--- src/rtl/flit_packetizer.sv ---
// ----------------------------------------------------------------------------
// flit_packetizer
// Transmit-side packetizer between a CPU and a NoC router injection port.
// A request (destination, body length) produces a header flit, then one
// numbered body flit per payload word; the last one is typed TAIL (or the
// single header is typed SINGLE when the length is zero). One packet is in
// flight at a time and the flit output is fully registered.
//
// Optional feature (macro FLIT_PACKETIZER_CHECKSUM_EN): all data flits are
// typed BODY and an extra TAIL flit carrying the XOR of the payloads follows,
// with flit_num = len+1. Request lengths are clamped to 2**FLIT_NUM_W-2.
//
// Ports:
//   nocclk, rst          clock, asynchronous active-high reset
//   self_id              static source node id
//   req_valid/req_ready  packet request handshake (req_dst, req_len)
//   data_valid/data_ready payload word handshake (data)
//   flit_valid/flit_ready output flit handshake (flit)
//   flit                 {type[1:0], src, dst, flit_num, payload}
//   busy                 packet in progress or output flit pending
// ----------------------------------------------------------------------------
module flit_packetizer #(
   parameter int NODE_ID_W  = 8,
   parameter int FLIT_NUM_W = 4,
   parameter int PAYLOAD_W  = 32,
   localparam int FLIT_W    = 2 + 2*NODE_ID_W + FLIT_NUM_W + PAYLOAD_W
) (
   input  logic                  nocclk,
   input  logic                  rst,
   input  logic [NODE_ID_W-1:0]  self_id,
   input  logic                  req_valid,
   output logic                  req_ready,
   input  logic [NODE_ID_W-1:0]  req_dst,
   input  logic [FLIT_NUM_W-1:0] req_len,
   input  logic                  data_valid,
   output logic                  data_ready,
   input  logic [PAYLOAD_W-1:0]  data,
   output logic                  flit_valid,
   input  logic                  flit_ready,
   output logic [FLIT_W-1:0]     flit,
   output logic                  busy
);

   localparam logic [1:0] T_HEAD   = 2'b00;
   localparam logic [1:0] T_BODY   = 2'b01;
   localparam logic [1:0] T_TAIL   = 2'b10;
   localparam logic [1:0] T_SINGLE = 2'b11;

   typedef enum logic [1:0] {
      S_IDLE = 2'b00,
      S_BODY = 2'b01,
      S_CSUM = 2'b10
   } state_t;

   state_t                  state_r, state_nxt_s;
   logic [NODE_ID_W-1:0]    dst_r, dst_nxt_s;
   logic [FLIT_NUM_W-1:0]   len_r, len_nxt_s;
   logic [FLIT_NUM_W-1:0]   cnt_r, cnt_nxt_s;
   logic                    flit_valid_r, flit_valid_nxt_s;
   logic [FLIT_W-1:0]       flit_r, flit_nxt_s;
   logic                    load_s;
   logic                    req_ready_s, data_ready_s;
   logic [FLIT_NUM_W-1:0]   len_eff_s;
`ifdef FLIT_PACKETIZER_CHECKSUM_EN
   logic [PAYLOAD_W-1:0]    csum_r, csum_nxt_s;
   // Longest body that still leaves a flit number free for the checksum flit.
   localparam logic [FLIT_NUM_W-1:0] LEN_MAX = {{(FLIT_NUM_W-1){1'b1}}, 1'b0};
`endif

   function automatic logic [FLIT_W-1:0] make_flit(
      input logic [1:0]            ftype,
      input logic [NODE_ID_W-1:0]  src,
      input logic [NODE_ID_W-1:0]  dst,
      input logic [FLIT_NUM_W-1:0] num,
      input logic [PAYLOAD_W-1:0]  payload
   );
      return {ftype, src, dst, num, payload};
   endfunction

   function automatic logic [PAYLOAD_W-1:0] xor_acc(
      input logic [PAYLOAD_W-1:0] acc,
      input logic [PAYLOAD_W-1:0] word
   );
      return acc ^ word;
   endfunction

   // The output register may take a new flit when empty or being handed off.
   assign load_s = ~flit_valid_r | flit_ready;

   // Effective body length latched for the packet (clamped when a checksum flit is appended).
   always_comb begin
`ifdef FLIT_PACKETIZER_CHECKSUM_EN
      if (req_len > LEN_MAX) begin
         len_eff_s = LEN_MAX;
      end else begin
         len_eff_s = req_len;
      end
`else
      len_eff_s = req_len;
`endif
   end

   // Next-state, handshake and next-flit logic.
   always_comb begin
      state_nxt_s      = state_r;
      dst_nxt_s        = dst_r;
      len_nxt_s        = len_r;
      cnt_nxt_s        = cnt_r;
      flit_nxt_s       = flit_r;
      flit_valid_nxt_s = flit_valid_r & ~flit_ready;
      req_ready_s      = 1'b0;
      data_ready_s     = 1'b0;
`ifdef FLIT_PACKETIZER_CHECKSUM_EN
      csum_nxt_s       = csum_r;
`endif
      case (state_r)
         S_IDLE: begin
            // Held low during reset so no request is seen as accepted.
            req_ready_s = load_s & ~rst;
            if (req_valid && req_ready_s) begin
               dst_nxt_s        = req_dst;
               len_nxt_s        = len_eff_s;
               cnt_nxt_s        = {{(FLIT_NUM_W-1){1'b0}}, 1'b1};
               flit_valid_nxt_s = 1'b1;
               flit_nxt_s       = make_flit((req_len == {FLIT_NUM_W{1'b0}}) ? T_SINGLE : T_HEAD,
                                            self_id, req_dst, {FLIT_NUM_W{1'b0}},
                                            {{(PAYLOAD_W-FLIT_NUM_W){1'b0}}, req_len});
               state_nxt_s      = (req_len == {FLIT_NUM_W{1'b0}}) ? S_IDLE : S_BODY;
`ifdef FLIT_PACKETIZER_CHECKSUM_EN
               csum_nxt_s       = {PAYLOAD_W{1'b0}};
`endif
            end else begin
               state_nxt_s = S_IDLE;
            end
         end
         S_BODY: begin
            data_ready_s = load_s;
            if (data_valid && data_ready_s) begin
               cnt_nxt_s        = cnt_r + {{(FLIT_NUM_W-1){1'b0}}, 1'b1};
               flit_valid_nxt_s = 1'b1;
`ifdef FLIT_PACKETIZER_CHECKSUM_EN
               csum_nxt_s       = xor_acc(csum_r, data);
               flit_nxt_s       = make_flit(T_BODY, self_id, dst_r, cnt_r, data);
               state_nxt_s      = (cnt_r == len_r) ? S_CSUM : S_BODY;
`else
               flit_nxt_s       = make_flit((cnt_r == len_r) ? T_TAIL : T_BODY,
                                            self_id, dst_r, cnt_r, data);
               state_nxt_s      = (cnt_r == len_r) ? S_IDLE : S_BODY;
`endif
            end else begin
               state_nxt_s = S_BODY;
            end
         end
`ifdef FLIT_PACKETIZER_CHECKSUM_EN
         S_CSUM: begin
            // cnt_r already equals len+1 after the last body flit.
            if (load_s) begin
               flit_valid_nxt_s = 1'b1;
               flit_nxt_s       = make_flit(T_TAIL, self_id, dst_r, cnt_r, csum_r);
               state_nxt_s      = S_IDLE;
            end else begin
               state_nxt_s = S_CSUM;
            end
         end
`endif
         default: begin
            state_nxt_s = S_IDLE;
         end
      endcase
   end

   // State, packet context and output flit registers.
   always_ff @(posedge nocclk or posedge rst) begin
      if (rst) begin
         state_r      <= S_IDLE;
         dst_r        <= {NODE_ID_W{1'b0}};
         len_r        <= {FLIT_NUM_W{1'b0}};
         cnt_r        <= {FLIT_NUM_W{1'b0}};
         flit_valid_r <= 1'b0;
         flit_r       <= {FLIT_W{1'b0}};
`ifdef FLIT_PACKETIZER_CHECKSUM_EN
         csum_r       <= {PAYLOAD_W{1'b0}};
`endif
      end else begin
         state_r      <= state_nxt_s;
         dst_r        <= dst_nxt_s;
         len_r        <= len_nxt_s;
         cnt_r        <= cnt_nxt_s;
         flit_valid_r <= flit_valid_nxt_s;
         flit_r       <= flit_nxt_s;
`ifdef FLIT_PACKETIZER_CHECKSUM_EN
         csum_r       <= csum_nxt_s;
`endif
      end
   end

   assign req_ready  = req_ready_s;
   assign data_ready = data_ready_s;
   assign flit_valid = flit_valid_r;
   assign flit       = flit_r;
   assign busy       = (state_r != S_IDLE) | flit_valid_r;

endmodule

--- config.mk ---
export PLATFORM = sky130hd
export DESIGN_NAME = flit_packetizer
export DESIGN_NICKNAME = d
export VERILOG_FILES = /design/src/rtl/flit_packetizer.sv
export SDC_FILE = /design/constraint.sdc
export NUM_CORES = 1
export LEC_CHECK = 0
export CAP_MARGIN = 20
export CORE_MARGIN = 8
export CORE_UTILIZATION = 39
export DETAILED_ROUTE_END_ITERATION = 16
export GPL_ROUTABILITY_DRIVEN = 1
export PLACE_DENSITY = 0.82
export SLEW_MARGIN = 25
export SYNTH_ARGS = -nofsm -noshare
export SYNTH_HDL_FRONTEND = slang
export SYNTH_SLANG_ARGS = --single-unit
--- constraint.sdc ---
create_clock -name nocclk -period 2.22 [get_ports nocclk]
set_clock_uncertainty 0.1 [all_clocks]
set_input_delay 0.333 -clock nocclk [delete_from_list [all_inputs] [get_ports nocclk]]
set_output_delay 0.333 -clock nocclk [all_outputs]
set_load 0.03 [all_outputs]
# After elaboration in Yosys (flattened, before gate mapping)
# Cells that the tools add are included.
dict set report totals {
  reg_bits 73
  in_bits 57
  output_inout_bits 58
  elab_cells 44
}
dict set report classes {
  add_sub_neg 1
  n_eq_ne 4
  muxes 18
  bitwise_logic 7
  n_reduce_logical 8
}
# cell n
set ops {}
lappend ops {{54-bit 2-to-1 mux} 2}
lappend ops {{54-bit one-hot mux with 2 select lines} 1}
lappend ops {{1-bit 2-to-1 mux} 8}
lappend ops {{4-bit 2-to-1 mux} 2}
lappend ops {{4-bit one-hot mux with 2 select lines} 1}
lappend ops {{4-bit by 1-bit adder with 4-bit output, second input constant} 1}
lappend ops {{4-bit == test} 1}
lappend ops {{4-bit zero test} 1}
lappend ops {{2-bit 2-to-1 mux} 2}
lappend ops {{2-bit != test, second input constant} 2}
lappend ops {{2-bit one-hot mux with 2 select lines} 1}
lappend ops {{2-bit nonzero test} 2}
lappend ops {{1-bit NOT} 3}
lappend ops {{3-bit AND reduction} 1}
lappend ops {{1-bit bitwise AND} 2}
lappend ops {{2-bit by 1-bit == test with 1-bit output, second input constant} 1}
lappend ops {{1-bit logical AND} 2}
lappend ops {{2-bit zero test} 1}
lappend ops {{1-bit OR} 2}
lappend ops {{1-bit one-hot mux with 2 select lines} 1}
lappend ops {{2-bit AND reduction} 1}

# Logic depth before layout (Yosys ltp)
dict set report depth {
  ltp_word 6
  mapped_depth 5
  mapped_depth_nobuf 4
}

# Worst setup path after synthesis
# Ideal clock, no wire load.
dict set report synth_path {
  path_kind {register -> register}
  from {register flit_valid_r (netlist: flit_valid)}
  to {register dst_r[0]}
  setup_ps 125
  arrival_ps 1805
  required_time_ps 1995
  setup_slack_ps 190
  path_stages_with_launch 6
  n_path_buf 1
  period_less_slack_ps 2030
  path_cell_list {dfrtp_1 nand2b_2 nor3b_2 nand2_2 buf_6 mux2_4}
}
dict set report synth_via {
  elab_chain_len 5
}
# element line
set synth_rtl {}
lappend synth_rtl {{start: declaration} 59} ;# logic flit_valid_r, flit_valid_nxt_s;
lappend synth_rtl {{start signal: assignment} 189} ;# flit_valid_r <= flit_valid_nxt_s;
lappend synth_rtl {{1-bit NOT} 88} ;# assign load_s = ~flit_valid_r | flit_ready;
lappend synth_rtl {{1-bit OR} 88}
lappend synth_rtl {{1-bit bitwise AND} 119} ;# req_ready_s = load_s & ~rst;
lappend synth_rtl {{1-bit logical AND} 120} ;# if (req_valid && req_ready_s) begin
lappend synth_rtl {{2-bit AND reduction (no line)} -}
lappend synth_rtl {{end signal: assignment} 176} ;# dst_r <= {NODE_ID_W{1'b0}};
lappend synth_rtl {{end signal: assignment} 186} ;# dst_r <= dst_nxt_s;
lappend synth_rtl {{end: declaration} 56} ;# logic [NODE_ID_W-1:0] dst_r, dst_nxt_s;
# Every way passes these cells.
# A chain may end at the register's enable or synchronous reset.

# Worst setup path after layout
dict set report layout_path {
  from {register state_r[0]}
  to {output port busy}
}
dict set report layout_via {
  elab_chain_len 2
}
# element line
set layout_rtl {}
lappend layout_rtl {{start: declaration} 55} ;# state_t state_r, state_nxt_s;
lappend layout_rtl {{start signal: assignment} 185} ;# state_r <= state_nxt_s;
lappend layout_rtl {{2-bit nonzero test} 201} ;# assign busy = (state_r != S_IDLE) | flit_valid_r;
lappend layout_rtl {{1-bit OR} 201}
lappend layout_rtl {{end: declaration} 41} ;# output logic busy
# Every way passes these cells.

==> results.md <==
- Run status: completed
- Register clock-pin slew on the reported worst setup and hold paths: 0.08 ns
- Library cell with the largest summed area after synthesis: dfrtp_1
- Switch Pwr: ~2.7 mW
- Maximum clock frequency: 0.493 GHz
- Number of design-rule violations left by the first detailed-router iteration: 67
- Endpoints failing hold: 0
- Slew Limit Fails: 0
- Share of total power in sequential cells: 33.5%
- Post-route minimum period: about 2.0 ns
- Placement-stage cell area: 4200 µm²
- Share of the synthesized area in the top cell type: 62.1%
- Number of vias after detailed routing: 2133
- Synth Instances: approximately 210
- Switching part of the total: between 30 and 40%
- Clock insertion delay at the later pin of the skew report: 0.34 ns
- Classification of the worst-slack hold path: reg2reg
- Width of the die: between 100 and 150 µm
- Setup crit start kind: register
- Worst endpoint required time: 1.79 ns
- Total number of placement rows: 31
- Setup TNS after final layout: 0 ns
- Remaining routing DRC violations: 0
- HPWL after detailed placement: 5620 µm
- Global-route wire length before repair: between 10000 and 15000 µm
- Number of global-route vias before repair: 2305
- Routed Antenna Nets: 0
- Global Route Usage Sum: 14.5%
- Number of warning messages in the yosys log: 0
- Count of non-filler cells in the finished layout: 435
- Net count reported at finish: 389
- Number of placed cells counting well taps: 419
- Antenna diode count: 0
- Worst hold slack across all endpoints: 0.389 ns
- Largest net degree at the start of global routing: 44
- Number of hold buffers added after cts: 0
- Reg-to-reg startpoint: state_r[0]
- Number of buffers created by CTS: 9
- CTS sink count: between 70 and 80
- Post-route design area: 4420 µm²
- Setup repair after global routing missed its margin: no
- Clock power frac: 16.4%
- Post-synth net total: between 200 and 300
- Crit share post-route: 91.4%
- Max FO, Critical Path: 13
- Number of detailed-routing iterations run before antenna repair: 4
- Overall overflow remaining after global route: 0
- IR drop worst, VDD: 632 µV
- H-Tree Depth: 3
- WL/cell: 17.0 µm
- Port-buffer cells: 114
- Leakage power figure: 1.96 nW
- DP Worst Slack: 0.0846 ns
- Initial standard-cell utilization of the core: 40.2%
- Relative contribution of combinational cells to total power: 50.1%
- Category of the most critical setup path: reg2out
- Routability Congestion: 0.754
- Launch point of the worst path: state_r[0]
- Final worst setup slack: 0.190 ns
- Initial antenna violation count: 0
- Core outline area: 7210 µm²
- Top cells by area in the synthesized netlist: dfrtp_1, a22o_1, mux2_4
- Transition time at the pin with the least slew margin: 0.499 ns
- Number of gates resized after CTS: 0
- Routed wire length: 7400 µm
- Number of distinct library cells after synthesis: 32
- Top-level I/O count: 115
- Area growth, synth to finish: 52.4%
- Number of setup buffers added after CTS: 0
- Cell internal pwr: 4.19 mW
- Worst Min Path Start: flit[51]
- Syn_area_per_cell: 13.7 µm²
- CTS tree: done
- Power density over the cells: 1570 nW/µm²
- Root buffer cell: clkbuf_8
- Die area: 10500 µm²
- Worst slew margin: 66.4%
- Data arrival time of the critical path: between 1.5 and 2 ns
- Total of flip-flops plus latches after synthesis: 72
- Count of maximum capacitance violations: 0
- Sequential share of the synthesized area: 62.1%
- Routed vias/inst: 4.90
- Number of failing setup endpoints in the final timing report: 0
- Maximum clock path buffer count: 2
- Crit. End Element: output pin
- Die height: 102 µm
- Proportion of layout cells with a drive suffix above 1: 12.8%
- Mapped cell area: between 2000 and 3000 µm²
-- cells in the final DEF, fill, tap and decap left out, types with 2 or more instances in the layout --
| master | count |
|---|---|
| clkdlybuf4s50_1 | 111 |
| dfrtp_1 | 72 |
| a22o_1 | 32 |
| nand2_1 | 18 |
| o21ai_1 | 15 |
| mux2i_1 | 13 |
| mux2_1 | 11 |
| mux2_4 | 9 |
| clkbuf_8 | 9 |
| buf_4 | 7 |
| xnor2_1 | 4 |
| buf_12 | 4 |
| clkinvlp_4 | 3 |
| nor3b_2 | 2 |
| and2_1 | 2 |
| nand3_1 | 2 |
| bufinv_16 | 2 |
-- power by group through the flow --
stage | clock network, mW | registers [mW] | logic (mW)
floorplan | 0 | 3.21 | 1.21
global placement | 0 | 2.32 | 3.45
detailed placement | 0 | 2.35 | 3.53
CTS | 1.17 | 2.33 | 3.53
global route | 1.23 | 2.41 | 3.71
finish | 1.14 | 2.33 | 3.48
-- registers in the layout (all words and copies together) (netlist names) --
| signal | count |
|---|---|
| cnt_r | 4 |
| dst_r | 8 |
| flit | 54 |
| flit_valid | 1 |
| len_r | 4 |
| state_r | 1 |
-- cells in the mapped netlist, drive strengths merged --
cell    count
a21oi       1
xor2        1
o21ai      17
or2         1
xnor2       4
nand3       2
and2        2
dfrtp      72
a22o       32
and3        1
mux2i      13
nor3b       3
clkbuf      3
mux2       21
nor2        1
inv         2
ha          1
nand2      19
nor4        1
nand4       1
a211o       1
buf        11
nand2b      1
a221o       1
-- final timing paths --
path	end	slack, ns	cells past startpoint
min in group asynchronous	flit[24]	0.41	3
max	busy	0.19	3
max reg2reg	flit[52]	0.44	5
min	flit[51]	0.39	1
min reg2reg	flit[51]	0.39	1
max in group asynchronous	flit[27]	1.11	4
-- critical path: stages (launching register included) --
cell and delay, ns:
dfrtp_1 0.52, buf_4 0.27, or2_2 0.30, buf_4 0.17
-- cells by family after synthesis --
group	after synthesis	share of synthesized area (%)
buf+inv	16	2.93
fa+ha+maj	1	0.431
simple gates	32	5.73
compound gates	52	13.5
mux	34	13.8
xor+xnor	5	1.51
flops	72	62.1
-- cell type report --
cell class,instances,area [µm²]
Timing Repair Buffer,122,1240
Multi-Input combinational cell,124,1020
Clock inverter,6,92.6
Inverter,2,11.3
Tap cell,99,124
Fill cell,595,2790
Clock buffer,10,128
Sequential cell,72,1800
-- metrics by stage --
step	total power, mW	util [%]
final	6.94	61.3
after global routing	7.35	61.3
after CTS	7.04	61.3
after detailed placement	5.88	58.3
after global placement	5.77	58.3
after floorplan	4.42	-
-- routing by layer --
| metal | track usage [%] | wire [µm] | up-vias |
|---|---|---|---|
| li1 | - | - | 1002 |
| met1 | 17.4 | 3110 | 1053 |
| met2 | 24.1 | 3740 | 68 |
| met3 | 4.02 | 444 | 10 |
| met4 | 5.76 | 99 | 0 |
| met5 | 0 | 0 | - |
Note: power is estimated with default switching activity, not from simulation.
